**src/rtl/exec_stage_mc.sv**
```systemverilog
// Execute stage: forwarding mux, single-cycle ALU, and an iterative shift-add unsigned multiply.
// Latency: ALU ops 1 edge. MUL commits on the first we=1 edge at or after accept+DATA_W+1.
// Backpressure: we=0 holds every output register; busy tells upstream to hold its inputs during MUL.
module exec_stage_mc #(
    parameter int DATA_W     = 32,
    parameter int REG_ADDR_W = 5,
    parameter int FWD_N      = 2,
    parameter int SEL_W      = $clog2(FWD_N + 1)
) (
    input  logic                    clk,
    input  logic                    reset,
    input  logic                    we,
    input  logic                    valid_in,
    input  logic [3:0]              aluop,
    input  logic                    alusrc,
    input  logic [DATA_W-1:0]       reg1_data,
    input  logic [DATA_W-1:0]       reg2_data,
    input  logic [DATA_W-1:0]       immediat,
    input  logic [FWD_N*DATA_W-1:0] fwd_data,
    input  logic [SEL_W-1:0]        forward_src1,
    input  logic [SEL_W-1:0]        forward_src2,
    input  logic [REG_ADDR_W-1:0]   dst_reg_in,
    input  logic                    regwrite_in,
    input  logic                    do_read,
    input  logic                    do_write,
    input  logic                    is_byte,
    input  logic                    memtoreg,
    output logic                    busy,
    output logic                    valid_out,
    output logic [DATA_W-1:0]       alu_result,
    output logic [DATA_W-1:0]       data_store,
    output logic                    zero,
    output logic                    overflow,
    output logic [REG_ADDR_W-1:0]   dst_reg,
    output logic                    regwrite_out,
    output logic                    do_read_out,
    output logic                    do_write_out,
    output logic                    is_byte_out,
    output logic                    memtoreg_out
);

    localparam int SH_W = $clog2(DATA_W);
    localparam int MSB  = DATA_W - 1;

    localparam logic [3:0] OP_ADD = 4'd0;
    localparam logic [3:0] OP_SUB = 4'd1;
    localparam logic [3:0] OP_AND = 4'd2;
    localparam logic [3:0] OP_OR  = 4'd3;
    localparam logic [3:0] OP_XOR = 4'd4;
    localparam logic [3:0] OP_NOR = 4'd5;
    localparam logic [3:0] OP_SLT = 4'd6;
    localparam logic [3:0] OP_SLL = 4'd7;
    localparam logic [3:0] OP_SRL = 4'd8;
    localparam logic [3:0] OP_SRA = 4'd9;
    localparam logic [3:0] OP_MUL = 4'd10;

    typedef enum logic [1:0] {IDLE, RUN, DONE} state_t;

    state_t                  state;
    logic [DATA_W-1:0]       op1, fwd2, op2;
    logic [DATA_W-1:0]       alu_res, add_res, sub_res;
    logic                    alu_ovf;
    logic [SH_W-1:0]         shamt;

    logic [2*DATA_W-1:0]     mcand_q, acc_q;
    logic [DATA_W-1:0]       mplier_q;
    logic [SH_W-1:0]         cnt_q;
    logic [DATA_W-1:0]       mul_store_q;
    logic [REG_ADDR_W-1:0]   mul_dst_q;
    logic                    mul_rw_q, mul_rd_q, mul_wr_q, mul_byte_q, mul_m2r_q;

    // Out-of-range selects fall back to register data so the mux never yields X.
    always_comb begin
        op1  = reg1_data;
        fwd2 = reg2_data;
        for (int k = 0; k < FWD_N; k++) begin
            if (forward_src1 == SEL_W'(k + 1)) op1  = fwd_data[k*DATA_W +: DATA_W];
            if (forward_src2 == SEL_W'(k + 1)) fwd2 = fwd_data[k*DATA_W +: DATA_W];
        end
    end

    assign op2     = alusrc ? fwd2 : immediat;
    assign shamt   = op2[SH_W-1:0];
    assign add_res = op1 + op2;
    assign sub_res = op1 - op2;

    always_comb begin
        alu_res = '0;
        alu_ovf = 1'b0;
        case (aluop)
            OP_ADD: begin
                alu_res = add_res;
                alu_ovf = (op1[MSB] == op2[MSB]) && (add_res[MSB] != op1[MSB]);
            end
            OP_SUB: begin
                alu_res = sub_res;
                alu_ovf = (op1[MSB] != op2[MSB]) && (sub_res[MSB] != op1[MSB]);
            end
            OP_AND: alu_res = op1 & op2;
            OP_OR:  alu_res = op1 | op2;
            OP_XOR: alu_res = op1 ^ op2;
            OP_NOR: alu_res = ~(op1 | op2);
            OP_SLT: alu_res = {{(DATA_W-1){1'b0}}, ($signed(op1) < $signed(op2))};
            OP_SLL: alu_res = op1 << shamt;
            OP_SRL: alu_res = op1 >> shamt;
            OP_SRA: alu_res = $signed(op1) >>> shamt;
            default: begin
                alu_res = '0;
                alu_ovf = 1'b0;
            end
        endcase
    end

    assign busy = (state != IDLE);

    always_ff @(posedge clk or posedge reset) begin
        if (reset) begin
            state        <= IDLE;
            valid_out    <= 1'b0;
            alu_result   <= '0;
            data_store   <= '0;
            zero         <= 1'b0;
            overflow     <= 1'b0;
            dst_reg      <= '0;
            regwrite_out <= 1'b0;
            do_read_out  <= 1'b0;
            do_write_out <= 1'b0;
            is_byte_out  <= 1'b0;
            memtoreg_out <= 1'b0;
            mcand_q      <= '0;
            acc_q        <= '0;
            mplier_q     <= '0;
            cnt_q        <= '0;
            mul_store_q  <= '0;
            mul_dst_q    <= '0;
            mul_rw_q     <= 1'b0;
            mul_rd_q     <= 1'b0;
            mul_wr_q     <= 1'b0;
            mul_byte_q   <= 1'b0;
            mul_m2r_q    <= 1'b0;
        end else begin
            case (state)
                IDLE: begin
                    if (we) begin
                        if (valid_in && aluop != OP_MUL) begin
                            valid_out    <= 1'b1;
                            alu_result   <= alu_res;
                            data_store   <= fwd2;
                            zero         <= (alu_res == '0);
                            overflow     <= alu_ovf;
                            dst_reg      <= dst_reg_in;
                            regwrite_out <= regwrite_in;
                            do_read_out  <= do_read;
                            do_write_out <= do_write;
                            is_byte_out  <= is_byte;
                            memtoreg_out <= memtoreg;
                        end else begin
                            valid_out    <= 1'b0;
                            regwrite_out <= 1'b0;
                            do_read_out  <= 1'b0;
                            do_write_out <= 1'b0;
                            if (valid_in) begin
                                // Snapshot everything the multiply needs; inputs are don't-care until commit.
                                mcand_q     <= {{DATA_W{1'b0}}, op1};
                                mplier_q    <= op2;
                                acc_q       <= '0;
                                cnt_q       <= '0;
                                mul_store_q <= fwd2;
                                mul_dst_q   <= dst_reg_in;
                                mul_rw_q    <= regwrite_in;
                                mul_rd_q    <= do_read;
                                mul_wr_q    <= do_write;
                                mul_byte_q  <= is_byte;
                                mul_m2r_q   <= memtoreg;
                                state       <= RUN;
                            end
                        end
                    end
                end
                RUN: begin
                    if (mplier_q[0]) acc_q <= acc_q + mcand_q;
                    mcand_q  <= mcand_q << 1;
                    mplier_q <= mplier_q >> 1;
                    cnt_q    <= cnt_q + SH_W'(1);
                    if (cnt_q == SH_W'(DATA_W - 1)) state <= DONE;
                    if (we) begin
                        valid_out    <= 1'b0;
                        regwrite_out <= 1'b0;
                        do_read_out  <= 1'b0;
                        do_write_out <= 1'b0;
                    end
                end
                DONE: begin
                    if (we) begin
                        valid_out    <= 1'b1;
                        alu_result   <= acc_q[DATA_W-1:0];
                        data_store   <= mul_store_q;
                        zero         <= (acc_q[DATA_W-1:0] == '0);
                        overflow     <= |acc_q[2*DATA_W-1:DATA_W];
                        dst_reg      <= mul_dst_q;
                        regwrite_out <= mul_rw_q;
                        do_read_out  <= mul_rd_q;
                        do_write_out <= mul_wr_q;
                        is_byte_out  <= mul_byte_q;
                        memtoreg_out <= mul_m2r_q;
                        state        <= IDLE;
                    end
                end
                default: state <= IDLE;
            endcase
        end
    end

endmodule

```
**config.mk**
```make
export PLATFORM = sky130hd
export DESIGN_NAME = exec_stage_mc
export DESIGN_NICKNAME = d
export VERILOG_FILES = /design/src/rtl/exec_stage_mc.sv
export SDC_FILE = /design/constraint.sdc
export NUM_CORES = 2
export LEC_CHECK = 0
export CAP_MARGIN = 30
export CORE_AREA = 2 2 221 223
export DETAILED_ROUTE_END_ITERATION = 6
export DIE_AREA = 0 0 223 225
export PLACE_DENSITY = 0.81
export SLEW_MARGIN = 5
export SYNTH_ARGS = -nofsm -noshare
export SYNTH_HDL_FRONTEND = slang
export SYNTH_SLANG_ARGS = --single-unit
```
**constraint.sdc**
```tcl
create_clock -name clk -period 12.8 [get_ports clk]
set_clock_uncertainty 0.2 [all_clocks]
set_input_delay 1.92 -clock clk [delete_from_list [all_inputs] [get_ports clk]]
set_output_delay 1.92 -clock clk [all_outputs]
set_load 0.005 [all_outputs]
```
==> results.cfg <==
[logic_synthesis]
synth.top_cell.area_share = 0.274
synth_edf_count = 0
synth_flop_cell = dfrtp_1
synthTopCellsByArea = dfrtp_1, ha_1, o21ai_0
synth-seq-cells = 286
ys_seq_area_frac = 0.274
synth_area_um2 = 26100
synth_nets = 3708
async_flop_share = 1.00
synth_cell_types = 101
yosysWarnings = 0
yosys.area.top_type = dfrtp_1
syn_inst = 3354
syn_area_per_cell_um2 = 7.79

[drt]
finalWirelength_um = 122000
postRouteAntennaNets = 0
drt_iter0_drc = 4774
vias_per_cell = 7.06
wl_per_cell_um = 29.4
drc = 20
vias = 29300
dr.pass1.iters = 7

[floorplanning]
num_rows = 80
core_um2 = 47500
io_pins = 261
chipHeight_um = 225
die_w_um = 223
start_util = 0.549
dieArea_um2 = 50200

[layout]
area_growth_pct = 16.4
finalNetCount = 3856
fill_cells = 4095
final_layout_size_suffix_gt1_frac = 0.0701
reg_top3 = acc_q (64), mcand_q (64)

[timing]
max-slew-margin-rel = 0.225
min_period_over_period = 0.710
report.final.setup_viol = 0
max_freq_mhz = 110
drv_slew = 0
fin_hold_ws_ps = 278
rsz0062_at_grt = false
tightest_slew_ps = 1160
period_needed_ps = 9090
final.setup.tns_ps = 0
hold_viol_final = 0

[cts]
clock_latency_ps = 660
cts.reportedPaths.clkPinSlew_ps = 60
cts_made_buffers = 31
postCtsSetupRepairBufs = 0
holdBufCountCts = 0
clockBufferDepth = 3
cts_tree = built
htree_levels = 1
clock-sinks = 286
clockRootBuffer = clkbuf_16
post_cts_resized = 0

[worst_hold_path]
hold_class = reg2reg

[setup_path]
start_kind = input port
crit_required_ps = 13160
path_cells = clkdlybuf4s50_1 > inv_2 > nand2_1 > nand2_2 > ha_1 > inv_1 > fa_1 > nor2_1 > o311a_1 > a21o_1 > a211oi_1 > and2_1 > a221oi_1 > o32ai_1 > nor4bb_1 > and3_1 > nand4_1 > nor4_1 > nand3_1 > o31ai_2
crit_path_end_kind = register
max_stage_delay_ps = 900
crit_family = simple AND/OR/NAND/NOR gates
worst-path-buf-inv = 3
criticalPathCategory = in2reg
worstPathArrival_ps = 9450
path_max_fanout = 54
crit_slowest_cell = inv_2

[power]
power_leakage_nw = 13.4
powerDensity_nw_per_um2 = 156
ir_drop_mv = 0.131

[grt]
track_usage = 0.471
grt_max_degree = 103
antenna_found_initial = 15
grt-ovfl-total = 0
grt_pass1_vias = 26700
grt_pass1_wl_um = 177000

[outcome]
status = complete, but fails checks
violations = design-rule violations

[placement]
port_buffers = 260
gp_congestion = 1.21
hpwl_um = 92400

[flow_run]
drv_cap = 0
## cells by family after synthesis
family | count (synthesis) | synth area share
muxes | 171 | 0.0708
adders and majority gates | 171 | 0.0828
xor gates and xnor gates | 73 | 0.0248
DFF | 286 | 0.274
AOI/OAI and AO/OA | 1303 | 0.319
buffers and inverters | 354 | 0.0544
and+or+nand+nor | 996 | 0.174
## routing by layer
metal | vias up | global-route usage | routed length, um
met5 | - | 0 | 117
met4 | 16 | 0.262 | 7960
met3 | 426 | 0.192 | 18600
met2 | 2236 | 0.658 | 48300
met1 | 13900 | 0.617 | 47100
li1 | 12700 | - | -
## worst reg2reg max path, stage by stage, from the launching register on
cell and delay (ps):
dfrtp_1 460, ha_1 260, fa_1 230, a21o_1 130
a21oi_1 100, o211ai_1 320, a32oi_1 280, o21ai_0 530
o21bai_1 190, a2111oi_0 740, o211ai_1 220, a31o_2 280
o21a_1 250, o221a_2 260, xnor2_1 120, a22o_1 200
## report_power, final
group / internal [W] / total, W / switching, W
Sequential: 0.00120 / 0.00147 / 0.000277
Combinational: 0.000884 / 0.00228 / 0.00140
Clock: 0.000575 / 0.000994 / 0.000419
Total: 0.00266 / 0.00475 / 0.00209
## Yosys cell counts (all sizes together) (22+ instances only)
library cell / instances
o211ai: 47
buf: 67
a21o: 51
clkbuf: 154
nand3: 79
nor4: 25
a221oi: 31
a21oi: 363
a22o: 50
nor2: 307
and3: 22
a211oi: 36
inv: 133
o22a: 27
a31oi: 24
ha: 168
xnor2: 41
mux2i: 133
mux2: 30
nor2b: 33
xor2: 32
nor3: 65
nand2: 338
nand2b: 25
dfrtp: 286
o31ai: 24
nand4: 25
a22oi: 22
o21ai: 388
o22ai: 34
## metrics by stage
stage / utilization / area [um2] / std cells / power [W] / setup WS, ps
after floorplan: - / 26100 / 3354 / 0.00268 / 2790
after global placement: 0.615 / 29200 / 4078 / 0.00360 / 3660
after detailed placement: 0.615 / 29200 / 4079 / 0.00363 / 3620
after CTS: 0.638 / 30300 / 4136 / 0.00463 / 4240
after global routing: 0.639 / 30400 / 4144 / 0.00494 / 3520
final: 0.639 / 30400 / 4147 / 0.00475 / 3710
## placed cells by master (no fill, tap or decap), drive strengths merged, types with 30 or more instances in the layout
cell type and n:
ha 168, buf 77, nor3 65, a22o 50
xnor2 41, xor2 32, a211oi 36, nor2b 33
mux2 30, clkdlybuf4s50 258, dfrtp 286, nand3 79
inv 134, a21o 51, o22ai 34, clkbuf 44
o211ai 47, a21oi 363, nand2 338, o21ai 388
nor2 307, a221oi 31, mux2i 133
## final timing paths
path	slack, ps	start	to	cells past startpoint
worst max-delay path	3710	alusrc	zero	20
worst min-delay path	280	alu_result[17]	alu_result[17]	2
worst max register to register	7860	mcand_q[0]	acc_q[62]	15
worst min register to register	280	alu_result[17]	alu_result[17]	2
max in group asynchronous	9040	reset	acc_q[1]	5
min in group asynchronous	1630	reset	acc_q[26]	2
## final cells by class
| type | instances | area [um2] | share of cell area |
|---|---|---|---|
| antenna | 6 | 15.0 | 0.000494 |
| clock buffer | 43 | 911 | 0.0300 |
| clock inverter | 14 | 188 | 0.00617 |
| inverter | 133 | 507 | 0.0167 |
| multi-input combinational | 2714 | 17700 | 0.582 |
| sequential | 286 | 7160 | 0.235 |
| tap | 615 | 769 | 0.0253 |
| timing repair buffer | 336 | 3180 | 0.104 |
No activity file was read; power rests on OpenSTA's default activity.
